--- src/rtl/if_id_skid_reg.sv ---
// if_id_skid_reg: IF->ID pipeline register with valid/ready handshake, 2-entry skid buffer and flush
module if_id_skid_reg #(
  parameter int unsigned          ADDR_W   = 32,
  parameter int unsigned          INST_W   = 32,
  parameter logic [INST_W-1:0]    NOP_INST = {INST_W{1'b0}}
) (
  input  logic              clk_i,
  input  logic              rst_ni,
  input  logic              flush_i,
  input  logic              if_valid_i,
  output logic              if_ready_o,
  input  logic [ADDR_W-1:0] if_pc_i,
  input  logic [INST_W-1:0] if_inst_i,
  output logic              id_valid_o,
  input  logic              id_ready_i,
  output logic [ADDR_W-1:0] id_pc_o,
  output logic [INST_W-1:0] id_inst_o,
  output logic [1:0]        fill_o
);
  localparam logic [1:0] EMPTY = 2'd0;
  localparam logic [1:0] ONE   = 2'd1;
  localparam logic [1:0] FULL  = 2'd2;
  logic [1:0]        state_q, state_d;
  logic [ADDR_W-1:0] main_pc_q, main_pc_d, skid_pc_q, skid_pc_d;
  logic [INST_W-1:0] main_inst_q, main_inst_d, skid_inst_q, skid_inst_d;
  logic              up_fire, dn_fire, load_in_main, load_skid_main, load_skid;
  assign if_ready_o = state_q != FULL;
  assign id_valid_o = state_q != EMPTY;
  assign id_pc_o    = id_valid_o ? main_pc_q : '0;
  assign id_inst_o  = id_valid_o ? main_inst_q : NOP_INST;
  assign fill_o     = state_q;
  assign up_fire    = if_valid_i & if_ready_o;
  assign dn_fire    = id_valid_o & id_ready_i;
  // next occupancy and data movement; flush empties the buffer and drops any same-cycle input
  always_comb begin
    load_in_main   = up_fire & ((state_q == EMPTY) | dn_fire);
    load_skid      = up_fire & (state_q == ONE) & ~dn_fire;
    load_skid_main = (state_q == FULL) & dn_fire;
    state_d        = flush_i ? EMPTY :
                     (state_q == EMPTY) ? (up_fire ? ONE : EMPTY) :
                     (state_q == ONE) ? (load_skid ? FULL : (dn_fire & ~up_fire) ? EMPTY : ONE) :
                     (dn_fire ? ONE : FULL);
    main_pc_d      = load_skid_main ? skid_pc_q : load_in_main ? if_pc_i : main_pc_q;
    main_inst_d    = load_skid_main ? skid_inst_q : load_in_main ? if_inst_i : main_inst_q;
    skid_pc_d      = load_skid ? if_pc_i : skid_pc_q;
    skid_inst_d    = load_skid ? if_inst_i : skid_inst_q;
  end
  // state and entry registers; reset discards everything immediately
  always_ff @(posedge clk_i or negedge rst_ni) begin
    if (!rst_ni) begin
      state_q     <= EMPTY;
      main_pc_q   <= '0;
      main_inst_q <= '0;
      skid_pc_q   <= '0;
      skid_inst_q <= '0;
    end else begin
      state_q     <= state_d;
      main_pc_q   <= main_pc_d;
      main_inst_q <= main_inst_d;
      skid_pc_q   <= skid_pc_d;
      skid_inst_q <= skid_inst_d;
    end
  end
endmodule

--- config.mk ---
export PLATFORM = sky130hd
export DESIGN_NAME = if_id_skid_reg
export DESIGN_NICKNAME = d
export VERILOG_FILES = /design/src/rtl/if_id_skid_reg.sv
export SDC_FILE = /design/constraint.sdc
export NUM_CORES = 1
export LEC_CHECK = 0
export BUFFER_PORTS_ARGS = -buffer_cell sky130_fd_sc_hd__buf_4
export CORE_ASPECT_RATIO = 0.5
export CORE_MARGIN = 8
export CORE_UTILIZATION = 59
export DETAILED_ROUTE_END_ITERATION = 10
export GPL_ROUTABILITY_DRIVEN = 0
export PLACE_DENSITY = 0.85
export SYNTH_ARGS = -nofsm -noshare
export SYNTH_HDL_FRONTEND = slang
export SYNTH_SLANG_ARGS = --single-unit
--- constraint.sdc ---
create_clock -name clk_i -period 4.35 [get_ports clk_i]
set_input_delay 0.435 -clock clk_i [delete_from_list [all_inputs] [get_ports clk_i]]
set_output_delay 0.435 -clock clk_i [all_outputs]
set_load 0.02 [all_outputs]
==> results.ini, run 1 <==
[placed_design]
port_buffers = 136
detailedPlacementHpwl_mm = 10.2
placed_area_um2 = 7600

[synthesis]
postSynthRegisterBits = 130
netlist.top_cell.by_area = sky130_fd_sc_hd__dfrtp_1
synthAdderAreaFrac_pct = 0
syn_nets = 655
post_synthesis_share_of_cell_area_spent_on_xor_and_xnor_gates_pct = 0
synthesized_area_um2 = 6580
muxShareOfSynthArea_pct = 11.1
synth_top_family_by_area = simple AND/OR/NAND/NOR gates
syn-mean-instance-area_um2 = 11.2
post_synth_and_or_nand_nor_area_fraction_pct = 20.4
synth.distinct_cells = 23
synth_area_leaders = sky130_fd_sc_hd__dfrtp_1, sky130_fd_sc_hd__o211a_1, sky130_fd_sc_hd__mux2_2, sky130_fd_sc_hd__nand3b_1, sky130_fd_sc_hd__nor2b_1
yosys_warnings = 0
syn_inst = 586
synthDominantCellAreaShare_pct = 49.4
fraction_of_the_mapped_netlist_area_in_compound_gates_pct = 15.0
ys_seq_area_share_pct = 49.4

[setup_path]
cp_data_required_time_ns = 3.91
regToRegStartpoint = fill_o[1]$_DFF_PN0_
crit_path_max_incr_delay_ns = 0.51
crit_slowest_cell = sky130_fd_sc_hd__dfrtp_1
setup.worst_path.end_class = primary output
r2r_setup_slack_ns = 2.00
criticalPathCategory = flop to primary output
path_cells = nor2_4, clkinv_1, buf_4, and2_1, buf_4
rr_endpoint = main_inst_q[0]$_DFFE_PN0P_
path_max_fanout = 51
critical_path.startpoint_type = flop
critical_path_source = fill_o[1]$_DFF_PN0_
critical_path.most_common_cell = sky130_fd_sc_hd__buf_4
r2r.worst_path.cells = 4
worst_ep_arrival_time_ns = 2.25

[cells_and_area]
layout_area_growth_over_synthesis_pct = 24.8
final.fill_count = 776
most_used_cells_in_the_layout_excluding_fill_and_tap_cells = sky130_fd_sc_hd__buf_4, sky130_fd_sc_hd__dfrtp_1, sky130_fd_sc_hd__o21ai_0
n_antenna_cell = 0
nNetsFinal = 762
mostFrequentLayoutCell = sky130_fd_sc_hd__buf_4
post-route-cell-area_um2 = 8220
layout-drive-gt1-share_pct = 33.3

[clock_tree]
tritoncts_clock_tree = built
htree_levels = 4
post-cts-setup-buffers = 0
cts-buffers-inserted = 17
clockBufferDepth = 2
cts-resized-gates = 0
worst_skew_pair.late_latency_ns = 0.41
clock-sinks = 130
holdBufCountCts = 0
clock-root-buffer = sky130_fd_sc_hd__clkbuf_16
clk_pin_slew_ns = 0.05

[sta]
fmaxAchievable_ghz = 0.372
finalSetupViolations = 0
worst_slew_pin_slew_ns = 1.16
rsz0062_at_grt = no
hold_violations = 0
slew_headroom_pct = 22.6
clock-skew-final_ns = 0.00921
fin_crit_ns = 2.69
tns_ns = 0
report.final.slew_viol_count = 0
fin_crit_sh_pct = 61.8

[power]
power_density_nw_per_um2 = 466
leakagePower_nw = 3.60
vdd.ir_drop.worst_mv = 0.307

[die]
number_of_top_level_design_ports = 137
die_w_um = 165
die_area_um2 = 15000
height_of_the_die_um = 90.7
start_util_pct = 60.2
row_count = 27
fp.coreArea_um2 = 10900

[grt]
grt_max_degree = 72
number_of_global_route_vias_before_repair = 5350
global_route_wire_length_before_repair_mm = 27.5
global_route.usage.total_pct = 22.6
overflow = 0
grt_antenna_before_repair = 0

[routing]
wl_per_cell_um = 19.9
final_routed_drc_violation_total = 0
detailroute.via_count = 5026
first_pass_iters = 5
drt-initial-drc-count = 343
detail_route.vias_per_cell = 5.91
final_antenna_net_count = 0
wirelength_mm = 17.0

[flow_run]
max_cap_viols = 0

[status]
outcome = completed

[min_path]
worstHoldPathType = primary input to async pin

==> cells by family after synthesis <==
| logic type | after synthesis |
|---|---|
| compound gates | 132 |
| mux | 65 |
| flops | 130 |
| buf+inv | 58 |
| simple gates | 201 |
==> layer usage <==
layer | track usage (%) | wire (um) | vias to the layer above
li1 | - | - | 2279
met1 | 29.1 | 7360 | 2579
met2 | 37.1 | 8410 | 153
met3 | 4.69 | 993 | 15
met4 | 7.61 | 194 | 0
met5 | 0 | 0 | -
==> synthesized netlist by cell type <==
cell and number:
sky130_fd_sc_hd__o21ai_2 1, sky130_fd_sc_hd__nand3b_1 64, sky130_fd_sc_hd__nand2_1 3, sky130_fd_sc_hd__buf_2 9
sky130_fd_sc_hd__mux2_1 11, sky130_fd_sc_hd__nor2b_1 65, sky130_fd_sc_hd__and2_1 64, sky130_fd_sc_hd__o211a_1 64
sky130_fd_sc_hd__clkbuf_1 37, sky130_fd_sc_hd__nor3_4 1, sky130_fd_sc_hd__a21oi_1 1, sky130_fd_sc_hd__inv_1 2
sky130_fd_sc_hd__nor2_1 1, sky130_fd_sc_hd__o21ai_0 65, sky130_fd_sc_hd__mux2_2 53, sky130_fd_sc_hd__buf_6 6
sky130_fd_sc_hd__and2_0 1, sky130_fd_sc_hd__nor3_1 1, sky130_fd_sc_hd__buf_1 4, sky130_fd_sc_hd__mux2i_1 1
sky130_fd_sc_hd__or4b_2 1, sky130_fd_sc_hd__dfrtp_1 130, sky130_fd_sc_hd__a31oi_1 1
==> power by group <==
group          internal, mW  switching, mW  total, mW
logic                 0.411          0.361      0.772
registers              1.46          0.122       1.58
clock network         0.955          0.517       1.47
total                  2.82           1.00       3.83
==> through the flow <==
step | util, % | power [mW] | hold WS, ns | instances | setup slack [ns]
final | 75.1 | 3.83 | 0.0862 | 851 | 1.66
after global routing | 75.1 | 3.98 | 0.134 | 851 | 1.56
after CTS | 75.1 | 3.84 | 0.103 | 851 | 1.65
after detailed placement | 69.5 | 2.37 | 0.470 | 819 | 1.73
after global placement | 69.5 | 2.33 | 0.457 | 819 | 1.77
after floorplan | - | 2.06 | 0.139 | 586 | 2.43
==> critical path: cells and delay by family (launching register included) <==
kind                   cells  cell delay (ns)
and+or+nand+nor            2             0.41
DFF                        1             0.51
buffers and inverters      3             0.91
==> flip-flops by register name, indices dropped and copies added, names as in the netlist <==
name and cells:
fill_o 2, skid_inst_q 32, main_inst_q 32, skid_pc_q 32, main_pc_q 32
==> layout make-up <==
type                            instances  area (um^2)  area share (%)
Timing Repair Buffer                  144         1080            13.2
Tap cell                              145          181            2.21
Inverter                                2         7.51          0.0914
Clock buffer                           21          480            5.85
Clock inverter                         11          133            1.61
Sequential cell                       130         3250            39.6
Multi-Input combinational cell        398         3080            37.5
==> worst max-delay path by stage <==
stage	slack (ns)	endpoint
6_report	1.66	id_inst_o[31]
5_1_grt	1.56	id_inst_o[28]
4_1_cts	1.65	id_pc_o[31]
3_5_place_dp	1.73	main_inst_q[0]$_DFFE_PN0P_
3_3_place_gp	1.77	main_pc_q[7]$_DFFE_PN0P_
2_1_floorplan	2.43	id_inst_o[0]
No activity file was read; power rests on OpenSTA's default activity.
==> run 2, diff against run 1 <==
- CORE_UTILIZATION: 59 -> 50
- PLACE_DENSITY: 0.85 -> 0.77
- clock period: 4.35 -> 2.3 ns (I/O delays scaled with it)
==> results.ini, run 2 (synthesis gave the netlist of run 1 again) <==
[placed_design]
port_buffers = 136
placed_area_um2 = 7760
dpl.cell_count = 854
placement.setup.worst_slack_ns = 0.437
detailedPlacementHpwl_mm = 10.7

[sta]
clock-skew-final_ns = 0.0116
tns_ns = 0
finalSetupViolations = 0
fin_crit_ns = 2.14
worst_slew_pin_slew_ns = 0.718
slew_headroom_pct = 52.0
rsz0062_at_grt = no
hold_violations = 0
fmaxAchievable_ghz = 0.467
fin_crit_sh_pct = 93.1
worst_slack_ns = 0.159
report.final.slew_viol_count = 0
final_layout_worst_hold_slack_ns = 0.0544

[die]
die_w_um = 178
start_util_pct = 51.5
height_of_the_die_um = 97.1
die_area_um2 = 17300
number_of_top_level_design_ports = 137
row_count = 29
fp.coreArea_um2 = 12800

[status]
outcome = completed

[clock_tree]
clock-root-buffer = sky130_fd_sc_hd__clkbuf_16
worst_skew_pair.late_latency_ns = 0.41
post-cts-setup-buffers = 0
htree_levels = 4
cts-buffers-inserted = 17
clock-sinks = 130
cts-resized-gates = 0
holdBufCountCts = 2
tritoncts_clock_tree = built
clk_pin_slew_ns = 0.06
clockBufferDepth = 2

[cells_and_area]
mostFrequentLayoutCell = sky130_fd_sc_hd__buf_4
layout-drive-gt1-share_pct = 33.8
layout_area_growth_over_synthesis_pct = 26.5
nNetsFinal = 774
post-route-cell-area_um2 = 8330
final.fill_count = 1003
instances_no_fill = 887
most_used_cells_in_the_layout_excluding_fill_and_tap_cells = sky130_fd_sc_hd__buf_4, sky130_fd_sc_hd__dfrtp_1, sky130_fd_sc_hd__o21ai_0
layout.core_utilization_pct = 65.2
n_antenna_cell = 0

[power]
vdd.ir_drop.worst_mv = 0.437
power_density_nw_per_um2 = 834
leakagePower_nw = 3.63
total_power_mw = 6.95

[setup_path]
r2r.worst_path.cells = 4
regToRegStartpoint = fill_o[1]$_DFF_PN0_
path_max_fanout = 15
criticalPathCategory = flop to primary output
timing.critical_path.to = if_ready_o
worst_ep_arrival_time_ns = 1.91
critical_path_source = fill_o[1]$_DFF_PN0_
rr_endpoint = main_pc_q[17]$_DFFE_PN0P_
setup.worst_path.end_class = primary output
cp_data_required_time_ns = 2.07
critical_path.startpoint_type = flop
r2r_setup_slack_ns = 0.41

[grt]
grt_max_degree = 69
overflow = 0
global_route.usage.total_pct = 19.1
grt_antenna_before_repair = 0
global_route_wire_length_before_repair_mm = 27.2
number_of_global_route_vias_before_repair = 5329

[routing]
drt-initial-drc-count = 285
wirelength_mm = 16.6
final_routed_drc_violation_total = 0
detailroute.via_count = 4924
wl_per_cell_um = 18.7
detail_route.vias_per_cell = 5.55
final_antenna_net_count = 0
first_pass_iters = 4

[min_path]
worstHoldPathType = primary input to flop
holdCritStartpoint = if_pc_i[13]

[flow_run]
max_cap_viols = 0

## run 2: routing by layer
metal / part of all wire [%] / routed length, um / vias up / global-route usage [%]
met3: 5.0 / 838 / 11 / 4.31
met5: 0 / 0 / - / 0
met1: 45 / 7490 / 2502 / 25.3
li1: - / - / 2300 / -
met4: 1.0 / 169 / 0 / 5.56
met2: 49 / 8120 / 111 / 31.0
## run 2: area by class of cell
type	instances	area [um^2]	area share (%)
flip-flops and latches	130	3250	39.1
clock inverters	10	86.3	1.04
inverters	2	7.51	0.0902
clock buffers	21	460	5.53
repair buffers	156	1230	14.7
well taps	170	213	2.55
multi-input cells	398	3080	37.0
## run 2: worst min-delay path by stage
| stage | endpoint | slack [ns] | depth (start not counted) |
|---|---|---|---|
| after floorplan | fill_o[0]$_DFF_PN0_ | -0.07 | 0 |
| after global placement | skid_pc_q[19]$_DFFE_PN0P_ | 0.26 | 1 |
| after detailed placement | skid_pc_q[19]$_DFFE_PN0P_ | 0.27 | 1 |
| after CTS | skid_inst_q[9]$_DFFE_PN0P_ | 0.04 | 2 |
| after global routing | skid_pc_q[13]$_DFFE_PN0P_ | 0.04 | 2 |
| final | skid_pc_q[13]$_DFFE_PN0P_ | 0.05 | 2 |
## run 2: power by group
group          internal (mW)  switching [mW]  total (mW)
sequential              2.76           0.217        2.98
clock                   1.53           0.966        2.49
combinational          0.801           0.678        1.48
total                   5.09            1.86        6.95
## run 2: critical path, cell delays in order, from the launching register on
cell,delay [ns]
sky130_fd_sc_hd__dfrtp_1,0.56
sky130_fd_sc_hd__nor2b_4,0.46
sky130_fd_sc_hd__buf_4,0.28
sky130_fd_sc_hd__inv_1,0.06
sky130_fd_sc_hd__buf_4,0.15
==> run 3, diff against run 2 <==
- PLACE_DENSITY: 0.77 -> 0.86
==> results.ini, run 3 (synthesis gave the netlist of run 1 again) <==
[placed_design]
placed_area_um2 = 7740
port_buffers = 136
detailedPlacementHpwl_mm = 10.9

[routing]
wirelength_mm = 17.2
final_antenna_net_count = 0
final_routed_drc_violation_total = 0
detail_route.vias_per_cell = 5.64
wl_per_cell_um = 19.4
drt-initial-drc-count = 386
detailroute.via_count = 5006
first_pass_iters = 5

[setup_path]
cp_top_family = flip-flops
timing.critical_path.to = id_inst_o[31]
cp_data_required_time_ns = 2.07
path_max_fanout = 37
criticalPathCategory = flop to primary output
critical_path_source = fill_o[1]$_DFF_PN0_
crit_path_max_incr_delay_ns = 0.57
r2r_setup_slack_ns = 0.53
regToRegStartpoint = fill_o[0]$_DFF_PN0_
path_cells = nor2_4, inv_2, buf_4, and2_1, buf_4
crit_slowest_cell = sky130_fd_sc_hd__dfrtp_1
critical_path.most_common_cell = sky130_fd_sc_hd__buf_4
critical_path.startpoint_type = flop
cp_num_cells = 5
rr_endpoint = skid_pc_q[3]$_DFFE_PN0P_
worst_ep_arrival_time_ns = 1.82
r2r.worst_path.cells = 4
cp_num_buf_inv = 3
setup.worst_path.end_class = primary output

[die]
start_util_pct = 51.5
die_w_um = 178
row_count = 29
number_of_top_level_design_ports = 137
die_area_um2 = 17300
fp.coreArea_um2 = 12800
height_of_the_die_um = 97.1

[grt]
global_route_wire_length_before_repair_mm = 28.2
global_route.usage.total_pct = 20.1
grt_antenna_before_repair = 0
grt_max_degree = 53
number_of_global_route_vias_before_repair = 5442
overflow = 0

[flow_run]
max_cap_viols = 0

[min_path]
worstHoldPathType = primary input to flop

[clock_tree]
worst_skew_pair.late_latency_ns = 0.41
clockBufferDepth = 2
clock-sinks = 130
htree_levels = 4
tritoncts_clock_tree = built
clock-root-buffer = sky130_fd_sc_hd__clkbuf_16
clk_pin_slew_ns = 0.06
cts-buffers-inserted = 17

[power]
leakagePower_nw = 3.65
vdd.ir_drop.worst_mv = 0.459
power_density_nw_per_um2 = 862

[sta]
fmaxAchievable_ghz = 0.487
hold_violations = 0
tns_ns = 0
finalSetupViolations = 0
slew_headroom_pct = 52.4
clock-skew-final_ns = 0.0115
fin_crit_ns = 2.05
fin_crit_sh_pct = 89.3
final_layout_worst_hold_slack_ns = 0.0400
report.final.slew_viol_count = 0
worst_slew_pin_slew_ns = 0.714
rsz0062_at_grt = no

[cells_and_area]
layout-drive-gt1-share_pct = 33.9
post-route-cell-area_um2 = 8360
mostFrequentLayoutCell = sky130_fd_sc_hd__buf_4
final.fill_count = 997
n_antenna_cell = 0
most_used_cells_in_the_layout_excluding_fill_and_tap_cells = sky130_fd_sc_hd__buf_4, sky130_fd_sc_hd__dfrtp_1, sky130_fd_sc_hd__o21ai_0
nNetsFinal = 773
layout_area_growth_over_synthesis_pct = 26.9

[status]
outcome = completed

==> run 3: cell count changes in the layout (fill, tap and decap cells not counted), sizes merged <==
cell,before,now
clkinvlp,3,2
inv,1,2
clkinv,7,6
bufinv,1,3
buf,154,153
==> run 3: worst min-delay path by stage <==
| stage | slack (ns) | cells after the start | to | startpoint |
|---|---|---|---|---|
| after floorplan | -0.07 | 0 | fill_o[0]$_DFF_PN0_ | rst_ni |
| after global placement | 0.32 | 1 | skid_pc_q[18]$_DFFE_PN0P_ | rst_ni |
| after detailed placement | 0.32 | 1 | main_pc_q[19]$_DFFE_PN0P_ | rst_ni |
| after CTS | 0.03 | 2 | skid_inst_q[9]$_DFFE_PN0P_ | if_inst_i[9] |
| after global routing | 0.05 | 2 | skid_inst_q[9]$_DFFE_PN0P_ | if_inst_i[9] |
| final | 0.04 | 2 | skid_inst_q[9]$_DFFE_PN0P_ | if_inst_i[9] |
==> run 3: metrics by stage <==
| step | setup WS (ns) | power [mW] | utilization, % | std cells |
|---|---|---|---|---|
| 6_report | 0.247 | 7.21 | 65.4 | 887 |
| 5_1_grt | 0.142 | 7.51 | 65.4 | 887 |
| 4_1_cts | 0.237 | 7.25 | 65.4 | 887 |
| 3_5_place_dp | 0.556 | 4.50 | 60.6 | 853 |
| 3_3_place_gp | 0.599 | 4.42 | 60.6 | 853 |
| 2_1_floorplan | 0.587 | 3.90 | - | 586 |
==> run 3: final cells by class <==
cell class | count | area [um^2] | share of cell area [%]
Sequential cell | 130 | 3250 | 38.9
Multi-Input combinational cell | 398 | 3080 | 36.9
Timing Repair Buffer | 155 | 1210 | 14.4
Clock buffer | 21 | 460 | 5.51
Tap cell | 170 | 213 | 2.55
Clock inverter | 11 | 135 | 1.62
Inverter | 2 | 7.51 | 0.0898
==> run 3: where the power goes <==
part	switching [mW]	internal, mW
combinational	0.689	0.796
sequential	0.232	2.76
clock	0.979	1.75
==> run 3: what timing repair did <==
| item | CTS | global route |
|---|---|---|
| hold buffers | 2 | 0 |
| endpoints found under the hold margin | 52 | 0 |
| gates resized for setup | 0 | 0 |
| setup buffers | 0 | 0 |
==> run 3: per-layer routing <==
| layer | up-vias | wire, um | global-route usage, % |
|---|---|---|---|
| met5 | - | 0 | 0 |
| met3 | 19 | 815 | 3.45 |
| li1 | 2300 | - | - |
| met2 | 144 | 8960 | 34.9 |
| met4 | 0 | 218 | 6.44 |
| met1 | 2543 | 7250 | 24.9 |
